**config.mk**
```make
export PLATFORM = sky130hd
export DESIGN_NAME = alu_arbiter
export DESIGN_NICKNAME = d
export VERILOG_FILES = /design/src/rtl/alu_arbiter.sv
export SDC_FILE = /design/constraint.sdc
export NUM_CORES = 1
export LEC_CHECK = 0
export BUFFER_PORTS_ARGS = -buffer_cell sky130_fd_sc_hd__clkbuf_2
export CAP_MARGIN = 0
export CORE_MARGIN = 2
export CORE_UTILIZATION = 35
export DETAILED_ROUTE_END_ITERATION = 10
export SYNTH_ARGS = -nofsm -noshare
export SYNTH_HDL_FRONTEND = slang
export SYNTH_SLANG_ARGS = --single-unit
```
**constraint.sdc**
```tcl
create_clock -name clk -period 2.18 [get_ports clk]
set_clock_uncertainty 0.05 [all_clocks]
set_input_delay 0.218 -clock clk [delete_from_list [all_inputs] [get_ports clk]]
set_output_delay 0.218 -clock clk [all_outputs]
set_load 0.01 [all_outputs]
```
**src/rtl/alu_arbiter.sv**
```systemverilog
// Two-requester front end for one shared, one-cycle-latency ALU.
// Ports: req0/req1 op handshakes, rsp0/rsp1 result buffers, alu_* shared ALU drive/return.
package neocore_pkg;

  typedef enum logic [3:0] {
    ALU_NOP = 4'd0,
    ALU_ADD = 4'd1,
    ALU_SUB = 4'd2,
    ALU_AND = 4'd3,
    ALU_OR  = 4'd4,
    ALU_XOR = 4'd5,
    ALU_MUL = 4'd6,
    ALU_LSH = 4'd7
  } alu_op_e;

endpackage

module alu_arbiter
  import neocore_pkg::*;
#(
  parameter bit PRIO_FIXED = 1'b0
) (
  input  logic        clk,
  input  logic        rst,
  input  logic        req0_valid,
  output logic        req0_ready,
  input  logic [15:0] req0_a,
  input  logic [15:0] req0_b,
  input  alu_op_e     req0_op,
  input  logic        req1_valid,
  output logic        req1_ready,
  input  logic [15:0] req1_a,
  input  logic [15:0] req1_b,
  input  alu_op_e     req1_op,
  output logic        rsp0_valid,
  input  logic        rsp0_ready,
  output logic [31:0] rsp0_result,
  output logic        rsp0_z,
  output logic        rsp0_v,
  output logic        rsp1_valid,
  input  logic        rsp1_ready,
  output logic [31:0] rsp1_result,
  output logic        rsp1_z,
  output logic        rsp1_v,
  output logic [15:0] alu_a,
  output logic [15:0] alu_b,
  output alu_op_e     alu_op,
  input  logic [31:0] alu_result,
  input  logic        alu_z,
  input  logic        alu_v
);

  localparam logic [1:0] TAG_NONE = 2'd0;
  localparam logic [1:0] TAG_R0   = 2'd1;
  localparam logic [1:0] TAG_R1   = 2'd2;

  logic       inflight0;
  logic       inflight1;
  logic [1:0] tag1;
  logic [1:0] tag2;
  logic       last1;

  logic elig0;
  logic elig1;
  logic cand0;
  logic cand1;
  logic gnt0;
  logic gnt1;
  logic wr0;
  logic wr1;

  logic [15:0] nxt_a;
  logic [15:0] nxt_b;
  alu_op_e     nxt_op;
  logic [1:0]  nxt_tag;

  // A requester may issue again once its buffer drains this cycle.
  assign elig0 = !inflight0 && (!rsp0_valid || rsp0_ready);
  assign elig1 = !inflight1 && (!rsp1_valid || rsp1_ready);
  assign cand0 = req0_valid && elig0;
  assign cand1 = req1_valid && elig1;

  always_comb begin
    gnt0 = 1'b0;
    gnt1 = 1'b0;
    if (cand0 && cand1) begin
      if (PRIO_FIXED || last1) gnt0 = 1'b1;
      else gnt1 = 1'b1;
    end else begin
      gnt0 = cand0;
      gnt1 = cand1;
    end
  end

  // Readies are held low while reset is asserted.
  assign req0_ready = gnt0 && rst;
  assign req1_ready = gnt1 && rst;

  always_comb begin
    nxt_a   = '0;
    nxt_b   = '0;
    nxt_op  = ALU_NOP;
    nxt_tag = TAG_NONE;
    unique case (1'b1)
      gnt0: begin
        nxt_a   = req0_a;
        nxt_b   = req0_b;
        nxt_op  = req0_op;
        nxt_tag = TAG_R0;
      end
      gnt1: begin
        nxt_a   = req1_a;
        nxt_b   = req1_b;
        nxt_op  = req1_op;
        nxt_tag = TAG_R1;
      end
      default: ;
    endcase
  end

  assign wr0 = (tag2 == TAG_R0);
  assign wr1 = (tag2 == TAG_R1);

  always_ff @(posedge clk or negedge rst) begin
    if (!rst) begin
      alu_a  <= '0;
      alu_b  <= '0;
      alu_op <= ALU_NOP;
      tag1   <= TAG_NONE;
      tag2   <= TAG_NONE;
      last1  <= 1'b1;
    end else begin
      alu_a  <= nxt_a;
      alu_b  <= nxt_b;
      alu_op <= nxt_op;
      tag1   <= nxt_tag;
      tag2   <= tag1;
      if (gnt0 || gnt1) last1 <= gnt1;
    end
  end

  always_ff @(posedge clk or negedge rst) begin
    if (!rst) begin
      inflight0   <= 1'b0;
      rsp0_valid  <= 1'b0;
      rsp0_result <= '0;
      rsp0_z      <= 1'b0;
      rsp0_v      <= 1'b0;
    end else begin
      if (gnt0) inflight0 <= 1'b1;
      else if (wr0) inflight0 <= 1'b0;
      if (wr0) begin
        rsp0_valid  <= 1'b1;
        rsp0_result <= alu_result;
        rsp0_z      <= alu_z;
        rsp0_v      <= alu_v;
      end else if (rsp0_ready) begin
        rsp0_valid <= 1'b0;
      end
    end
  end

  always_ff @(posedge clk or negedge rst) begin
    if (!rst) begin
      inflight1   <= 1'b0;
      rsp1_valid  <= 1'b0;
      rsp1_result <= '0;
      rsp1_z      <= 1'b0;
      rsp1_v      <= 1'b0;
    end else begin
      if (gnt1) inflight1 <= 1'b1;
      else if (wr1) inflight1 <= 1'b0;
      if (wr1) begin
        rsp1_valid  <= 1'b1;
        rsp1_result <= alu_result;
        rsp1_z      <= alu_z;
        rsp1_v      <= alu_v;
      end else if (rsp1_ready) begin
        rsp1_valid <= 1'b0;
      end
    end
  end

endmodule
```
# --- Yosys cells after proc, flatten, opt, wreduce, memory -nomap -nowiden ---
# Index checks and enable logic that the tools add are counted.
op_classes:
  eq_ne: 2
  n_mux: 16
  n_reduce_logical: 18
ops:
  columns: ["operator", "count"]
  rows:
  - ["16-bit case mux with 2 select lines", 2]
  - ["1-bit two-way mux", 12]
  - ["4-bit case mux with 2 select lines", 1]
  - ["2-bit nonzero test", 4]
  - ["1-bit logical AND", 7]
  - ["1-bit zero test", 4]
  - ["2-bit case mux with 2 select lines", 1]
  - ["1-bit logical OR", 3]
  - ["2-bit by 1-bit == test with 1-bit output (second input constant)", 1]
  - ["2-bit == test (second input constant)", 1]
totals:
  wordCells: 52
  inputBits: 112
  out_inout_bits: 108
  register_bits: 113

# --- Depth between registers and ports, before layout ---
# Gate-level depths: netlist of run 1.
logic_depth:
  depth_word: 7
  ltp_mapped: 5
  ltp_nobuf: 3

# --- Worst setup path before layout of run 1 ---
# OpenSTA, ideal clock, no wires.
synth_timing:
  path_type: "flip-flop to output port"
  start: "register rsp1_valid"
  end: "output port req0_ready"
  arrival_time_ns: 1.252
  slack_ns: 0.660
  required_time_ns: 1.912
  path_buffers: 1
  stages_incl_launch_ff: 5
  path_cell_list: "dfrtp_1 nor2b_4 o311a_1 buf_2 and2_1"
synth_via:
  elab_chain_cells: 7
synth_rtl:
  columns: ["element", "line_no", "source"]
  rows:
  - ["from (decl)", "40", "output logic rsp1_valid,"]
  - ["from (signal assigned)", "166", "rsp1_valid <= 1'b0;"]
  - ["from (signal assigned)", "174", "rsp1_valid <= 1'b1;"]
  - ["from (signal assigned)", "179", "rsp1_valid <= 1'b0;"]
  - ["1-bit zero test", "79", "assign elig1 = !inflight1 && (!rsp1_valid || rsp1_ready);"]
  - ["1-bit logical OR", "79", null]
  - ["1-bit logical AND", "79", null]
  - ["1-bit logical AND", "81", "assign cand1 = req1_valid && elig1;"]
  - ["1-bit logical AND", "86", "if (cand0 && cand1) begin"]
  - ["1-bit two-way mux", "86", null]
  - ["1-bit logical AND", "96", "assign req0_ready = gnt0 && rst;"]
  - ["to (decl)", "26", "output logic req0_ready,"]
# Every way passes these cells.

# --- Final worst setup path of run 1 ---
layout_timing:
  start: "register rsp1_valid"
  end: "register alu_b[3]"
layout_via:
  elab_chain_cells: 7
  elab_cells_between_ends: 8
  classes_between: "mux: 3; reduce/logical: 5"
layout_rtl:
  columns: ["element", "line_no", "source"]
  rows:
  - ["1-bit zero test *", "79", null]
  - ["1-bit logical OR *", "79", null]
  - ["1-bit logical AND *", "79", null]
  - ["1-bit logical AND *", "81", null]
  - ["1-bit logical AND", "86", null]
  - ["1-bit two-way mux", "86", null]
  - ["16-bit case mux with 2 select lines *", "104", "unique case (1'b1)"]
  - ["net nxt_b[3]", "73", "logic [15:0] nxt_b;"]
  - ["to (signal assigned)", "134", "alu_b <= nxt_b;"]
  - ["to (decl)", "46", "output logic [15:0] alu_b,"]
# The timed path passes the listed nets; every way through them passes the cells marked *.
# A chain may end at the register's enable or synchronous reset.

==> impl_metrics.env, run 1 <==
export IMPL_ir_drop_mv=0.622
export IMPL_antenna_diode_count=0
export IMPL_critical_path_peak_fanout=21
export IMPL_xor_xnor_share_of_the_synthesized_area=0
export IMPL_post_layout_minimum_cycle_time_ns=2.10
export IMPL_synth_avg_cell_area_um2=12.9
export IMPL_violations="design-rule violations"
export IMPL_timing_critical_path_to="alu_b[3]$_DFF_PN0_"
export IMPL_cellPowerDensity_nw_per_um2=1400
export IMPL_grt_total_usage=0.191
export IMPL_pwr_share_clk=0.316
export IMPL_timing_critical_path_cells="nor2b_4 > o311a_1 > buf_4 > a22o_1 > dlygate4sd3_1"
export IMPL_dp_hpwl_mm=7.58
export IMPL_slew_headroom=0.616
export IMPL_power_static_leakage_nw=3.87
export IMPL_synth_compound_area_share=0.0870
export IMPL_clk_root_buffer_cell="clkbuf_16"
export IMPL_finish_net_count=768
export IMPL_outcome="finished, violations left"
export IMPL_p_comb_frac=0.340
export IMPL_synth_top_family_by_area="simple AND/OR/NAND/NOR gates"
export IMPL_post_cts_setup_buffer_count=0
export IMPL_max_freq_mhz=475
export IMPL_min_path_type="input port to flip-flop"
export IMPL_vias=3734
export IMPL_switching_part_of_the_total_power=0.302
export IMPL_flow_area_growth_from_synthesis_pct=72.4
export IMPL_timing_max_transition_violations_final=0
export IMPL_final_cell_mix="clkbuf_2, dfrtp_1, nand2_1"
export IMPL_drive_gt1_frac=0.453
export IMPL_final_setup_viol_count=0
export IMPL_die_height_um=113
export IMPL_share_of_synthesized_area_occupied_by_flip_flops_and_latches=0.678
export IMPL_power_internal_mw=7.00
export IMPL_ctsHtreeMaxLevel=4
export IMPL_globalRouteMet2Util=0.325
export IMPL_crit_path_start="rsp1_valid$_DFFE_PN0P_"
export IMPL_timing_critical_path_required_ns=2.40
export IMPL_place_gp_congestion=0.768
export IMPL_grt_first_pass_wirelength_mm=19.0
export IMPL_critPathKind="flip-flop to flip-flop"
export IMPL_firstDrtPassIters=7
export IMPL_hold_viol_final=0
export IMPL_grt_max_degree=99
export IMPL_first_global_vias=3924
export IMPL_final_period_utilization=0.965
export IMPL_finalWirelength_mm=11.9
export IMPL_post_synthesis_share_of_cell_area_spent_on_and_or_nand_and_nor_gates=0.116
export IMPL_rsz0062_at_grt="false"
export IMPL_grt_overflow_total=0
export IMPL_cts_buffers=17
export IMPL_max_slew_worst_pin_slew_ns=0.573
export IMPL_finish_utilization=0.625
export IMPL_clkSinkCount=113
export IMPL_chipWidth_um=113
export IMPL_cts_tree="built"
export IMPL_detail_route_drc_violations=16
export IMPL_drtIter0Drc=123
export IMPL_worst_path_dominant_cell_family="buffers and inverters"
export IMPL_cts_clk_slew_worst_paths_ns=0.05
export IMPL_synth_net_count=436
export IMPL_start_kind="flip-flop"
export IMPL_worst_setup_path_end_kind="flip-flop"
export IMPL_grt_util_met1=0.215
export IMPL_yosys_register_bits=113
export IMPL_number_of_i_o_port_buffers=219
export IMPL_layout_commonest_cell="clkbuf_2"
export IMPL_stage_delay_of_the_slowest_cell_on_the_critical_path_ns=0.56
export IMPL_crit_arrival_ns=2.32
export IMPL_drt_wirelength_per_cell_um=14.7
export IMPL_rr_worst_depth=5
export IMPL_clockBufferDepth=2
export IMPL_totalNegativeSetupSlack_ns=0
export IMPL_power_net_switching_mw=3.03
export IMPL_r2r_setup_slack_ns=0.08
export IMPL_crit_buf_inv=2
export IMPL_critical_path_cell_count=5
export IMPL_io_pin_count=220
export IMPL_yosys_mux_area_fraction=0.0918
export IMPL_design_core_area_um2=11500
export IMPL_global_route_usage_met3=0.0793
export IMPL_post_synthesis_adder_cell_area_fraction=0
export IMPL_dieArea_um2=12800
export IMPL_post_syn_area_um2=4170
export IMPL_ys_types=20
export IMPL_antenna_violating_nets_post_route=0
export IMPL_worst_path_max_delay_cell="dlygate4sd3_1"
export IMPL_crit_reg2reg_capture="alu_b[3]$_DFF_PN0_"
export IMPL_antenna_found_initial=0
export IMPL_vias_per_cell=4.60
export IMPL_initial_core_util=0.362
export IMPL_floorplan_rows=39
export IMPL_worstSkewPairLatency_ns=0.40
export IMPL_globalRoute_busiestLayer="met2"
export IMPL_post_synth_inst_count=324
export IMPL_sequentialPowerShare=0.344
export IMPL_rr_startpoint="rsp1_valid$_DFFE_PN0P_"
export IMPL_synthesis_yosys_warnings=0
export IMPL_maxCapViolCount=0
worst min path at each step:
stage | start | to | cells after the start
final | alu_result[17] | rsp0_result[17]$_DFFE_PN0P_ | 3
after global routing | req1_a[13] | alu_a[13]$_DFF_PN0_ | 2
after CTS | alu_result[17] | rsp0_result[17]$_DFFE_PN0P_ | 3
after detailed placement | rst | alu_b[15]$_DFF_PN0_ | 1
after global placement | rst | alu_b[15]$_DFF_PN0_ | 1
after floorplan | rst | alu_a[0]$_DFF_PN0_ | 0
layer usage:
| layer | vias to the layer above | share of wire |
|---|---|---|
| li1 | 1756 | - |
| met1 | 1785 | 0.41 |
| met2 | 175 | 0.49 |
| met3 | 18 | 0.087 |
| met4 | 0 | 0.020 |
| met5 | - | 0 |
power groups by stage:
stage | Sequential (mW) | Combinational (mW) | Clock [mW]
after floorplan | 3.85 | 1.27 | 0
after global placement | 3.47 | 3.01 | 0
after detailed placement | 3.48 | 3.07 | 0
after CTS | 3.45 | 3.43 | 3.24
after global routing | 3.56 | 3.73 | 3.34
final | 3.45 | 3.41 | 3.17
cell families after synthesis:
logic type | Yosys count
muxes | 34
and+or+nand+nor | 116
buffers and inverters | 20
AOI/OAI and AO/OA | 41
DFF | 113
flip-flops by register name, summed over array words and instances (netlist names):
name and cells:
tag1 2, rsp1_valid 1, alu_op 4, last1 1
rsp1_v 1, alu_b 16, rsp0_z 1, rsp0_v 1
tag2 2, alu_a 16, inflight1 1, rsp1_z 1
rsp0_result 32, inflight0 1, rsp0_valid 1, rsp1_result 32
synthesized netlist by cell type (all sizes together):
library cell,number,area [um2]
buf,13,86.3
clkbuf,7,26.3
o21a,1,7.51
nand2,104,390
a311oi,1,15.0
o311a,1,10.0
dfrtp,112,2800
mux2,34,383
dfstp,1,26.3
nor2,1,3.75
nand3,1,5.00
and2,2,12.5
a22o,36,315
nand2b,5,46.3
nor2b,3,26.3
a21o,2,15.0
worst reg2reg max path: stages, from the launching register on:
cell and delay (ns):
dfrtp_1 0.39, nor2b_4 0.15, o311a_1 0.39, buf_4 0.23, a22o_1 0.21, dlygate4sd3_1 0.56
cell type report:
cell class | count | area [um2]
multi-input combinational | 191 | 1250
sequential | 113 | 2830
clock inverter | 10 | 203
fill | 908 | 4320
clock buffer | 22 | 484
timing repair buffer | 333 | 2250
tap | 143 | 179
what timing repair did:
action / in CTS / in global routing
hold buffers: 103 / 0
gates resized for setup: 0 / 1
hold endpoints to repair: 86 / 0
endpoints found under the setup margin: 0 / 11
through the flow:
step	instance area, um2	hold WS (ns)	std cells	power [mW]	setup WS [ns]
6_report	7190	0.0224	812	10.0	0.0767
5_1_grt	7190	0.00611	812	10.6	0.0195
4_1_cts	7190	0.00137	812	10.1	0.102
3_5_place_dp	5470	0.0670	677	6.55	0.634
3_3_place_gp	5470	0.0585	677	6.47	0.661
2_1_floorplan	4170	-0.128	324	5.12	0.660
(Power assumes the default switching activity.)
==> run 2, diff against run 1 <==
ABC_AREA = 1   (was default)
CELL_PAD_IN_SITES_DETAIL_PLACEMENT = 1   (was default)
CELL_PAD_IN_SITES_GLOBAL_PLACEMENT = 1   (was default)
PLACE_DENSITY_LB_ADDON = 0.1   (was default)
==> run 2 against run 1 <==
Effect of this change:
- the flow finishes with violations (negative hold slack)
- area after synthesis increased by 11%
- sequential cell count unchanged
- synthesized cell count increased by 41%
- highest routed layer unchanged
- clock power decreased by 25%
- final area decreased by 0.89%
- cell count increased by 16%
- clock-buffer cell count increased by 7
- critical endpoint is now alu_b[8]$_DFF_PN0_
==> impl_metrics.env, run 2 <==
export IMPL_critical_path_peak_fanout=36
export IMPL_grt_max_degree=114
export IMPL_sequentialPowerShare=0.443
export IMPL_outcome="finished, violations left"
export IMPL_dieArea_um2=14200
export IMPL_post_cts_setup_buffer_count=0
export IMPL_yosys_area_top_type="dfrtp_1"
export IMPL_synth_net_count=570
export IMPL_flow_area_growth_from_synthesis_pct=53.7
export IMPL_power_net_switching_mw=0.992
export IMPL_pwr_share_clk=0.504
export IMPL_worst_setup_path_end_kind="flip-flop"
export IMPL_vias=4401
export IMPL_crit_buf_inv=3
export IMPL_critical_path_most_common_cell="nand3_1"
export IMPL_multi_input_area_um2=1410
export IMPL_share_of_synthesized_area_occupied_by_flip_flops_and_latches=0.610
export IMPL_synth_edff_count=0
export IMPL_p_comb_frac=0.054
export IMPL_ir_drop_mv=0.430
export IMPL_synth_top_family_by_area="simple AND/OR/NAND/NOR gates"
export IMPL_worst_path_max_delay_cell="dlygate4sd3_1"
export IMPL_dr_wl_met2_mm=7.80
export IMPL_violations="negative hold slack"
export IMPL_power_internal_mw=3.76
export IMPL_design_core_area_um2=13100
export IMPL_numPlacedInstances=832
export IMPL_dr_max_layer_used="met4"
export IMPL_cts_tree="built"
export IMPL_layout_filler_cells=1531
export IMPL_die_height_um=119
export IMPL_drtIter0Drc=164
export IMPL_power_static_leakage_nw=4.01
export IMPL_register_area_um2=2830
export IMPL_final_setup_viol_count=0
export IMPL_rsz0062_at_grt="false"
export IMPL_crit_arrival_ns=2.32
export IMPL_stage_delay_of_the_slowest_cell_on_the_critical_path_ns=0.56
export IMPL_netlist_top_cells_area="dfrtp_1, nand2_1, nand3_1"
export IMPL_yosysTopAreaCellShare=0.604
export IMPL_antenna_diode_count=0
export IMPL_post_synth_top_count_cell="nand2_1"
export IMPL_post_synth_inst_count=458
export IMPL_firstDrtPassIters=4
export IMPL_floorplan_rows=42
export IMPL_synthesis_yosys_warnings=0
export IMPL_timing_hold_ws_ns=-0.000215
export IMPL_worst_path_dominant_cell_family="buffers and inverters"
export IMPL_ys_types=20
export IMPL_postSynth_topFlopCell="dfrtp_1"
export IMPL_grt_first_pass_wirelength_mm=24.4
export IMPL_drt_wirelength_per_cell_um=16.0
export IMPL_drive_gt1_frac=0.397
export IMPL_hold_viol_final=1
export IMPL_post_synthesis_adder_cell_area_fraction=0
export IMPL_min_path_type="input port to flip-flop"
export IMPL_finalWirelength_mm=15.0
export IMPL_xor_xnor_share_of_the_synthesized_area=0
export IMPL_grt_total_usage=0.223
export IMPL_layout_commonest_cell="clkbuf_2"
export IMPL_switching_part_of_the_total_power=0.209
export IMPL_first_global_vias=4938
export IMPL_post_synthesis_share_of_cell_area_spent_on_and_or_nand_and_nor_gates=0.202
export IMPL_timing_max_transition_violations_final=0
export IMPL_totalNegativeSetupSlack_ns=0
export IMPL_timing_critical_path_cells="inv_1 > nand3_1 > buf_6 > nand3_1 > nand2_1 > dlygate4sd3_1"
export IMPL_vias_per_cell=4.68
export IMPL_number_of_i_o_port_buffers=219
export IMPL_cts_buffers=17
export IMPL_clockBufferDepth=2
export IMPL_stdcell_count=940
export IMPL_routed_wl_met3_mm=1.14
export IMPL_final_period_utilization=0.926
export IMPL_synth_compound_area_share=0.102
export IMPL_wirelength_met1_mm=5.71
export IMPL_antenna_violating_nets_post_route=0
export IMPL_detail_route_drc_violations=0
export IMPL_yosys_register_bits=113
export IMPL_clk_root_buffer_cell="clkbuf_16"
export IMPL_final_cell_mix="clkbuf_2, nand2_1, dfrtp_1"
export IMPL_clkSinkCount=113
export IMPL_max_freq_mhz=495
export IMPL_dp_hpwl_mm=9.18
export IMPL_critPathKind="flip-flop to flip-flop"
export IMPL_io_pin_count=220
export IMPL_worstSkewPairLatency_ns=0.41
export IMPL_yosys_top_cells_count="nand2_1, dfrtp_1, nand3_1"
export IMPL_post_syn_area_um2=4640
export IMPL_yosys_mux_area_fraction=0
export IMPL_grt_overflow_total=0
export IMPL_cellPowerDensity_nw_per_um2=666
export IMPL_max_slew_worst_pin_slew_ns=0.613
export IMPL_maxCapViolCount=0
export IMPL_slew_headroom=0.591
export IMPL_ctsHtreeMaxLevel=4
export IMPL_cts_clk_slew_worst_paths_ns=0.06
export IMPL_timing_critical_path_required_ns=2.48
export IMPL_reg_top3="rsp0_result (32), rsp1_result (32)"
export IMPL_finish_net_count=866
export IMPL_synth_async_reset_ratio=1.00
export IMPL_place_gp_congestion=0.746
export IMPL_initial_core_util=0.354
export IMPL_start_kind="flip-flop"
export IMPL_chipWidth_um=119
export IMPL_synth_avg_cell_area_um2=10.1
export IMPL_post_layout_minimum_cycle_time_ns=2.02
export IMPL_antenna_found_initial=0
## run 2: final cells by class
type	count	area share
well taps	176	0.0309
inverters	47	0.0247
multi-input cells	269	0.198
repair buffers	306	0.279
clock buffers	29	0.0702
flip-flops and latches	113	0.397
## run 2: worst paths after layout
path                                   start                          end  slack, ns  cells past startpoint
setup / recovery           last1$_DFFE_PN1P_           alu_b[8]$_DFF_PN0_       0.16                      6
hold / removal                    req0_b[14]          alu_b[14]$_DFF_PN0_    -0.0002                      3
setup reg to reg           last1$_DFFE_PN1P_           alu_b[8]$_DFF_PN0_       0.16                      6
hold reg to reg            tag1[0]$_DFF_PN0_            tag2[0]$_DFF_PN0_       0.30                      0
max in group asynchronous                rst  rsp1_result[26]$_DFFE_PN0P_       1.14                      3
min in group asynchronous                rst  rsp0_result[30]$_DFFE_PN0P_       0.48                      3
## run 2: logic make-up (layout without fill, tap and decap cells)
| logic type | after synthesis | in the layout |
|---|---|---|
| AOI/OAI and AO/OA | 69 | 69 |
| buffers and inverters | 76 | 382 |
| and+or+nand+nor | 200 | 200 |
| DFF | 113 | 113 |
## run 2: power groups by stage
stage	clock, mW	combinational [mW]	sequential, mW
floorplan	0	0.0254	2.14
global placement	0	0.179	2.14
detailed placement	0	0.184	2.14
CTS	2.45	0.254	2.10
global route	2.55	0.283	2.10
finish	2.39	0.255	2.10
## run 2: worst min-delay path, cell delays in order
cell	delay [ns]
clkbuf_2	0.08
nand3_1	0.07
nand2_1	0.06
## run 2: per-stage QoR
step           setup WS [ns]  utilization  power, mW  area [um2]
5_1_grt               0.0748        0.545       4.93        7130
2_1_floorplan          0.869            -       2.16        4640
3_5_place_dp           0.653        0.446       2.32        5830
3_3_place_gp           0.772        0.446       2.31        5830
4_1_cts                0.141        0.545       4.80        7130
6_report               0.161        0.545       4.75        7130
## run 2: timing repair
action                     in CTS  in global routing
hold endpoints to repair      159                  0
setup endpoints to repair       0                  4
resized for setup               0                  1
hold buffers                   79                  0
## run 2: layer usage
| metal | up-vias | global-route usage |
|---|---|---|
| met5 | - | 0 |
| met4 | 0 | 0.0997 |
| met3 | 29 | 0.0838 |
| met2 | 165 | 0.394 |
| met1 | 2155 | 0.235 |
| li1 | 2052 | - |
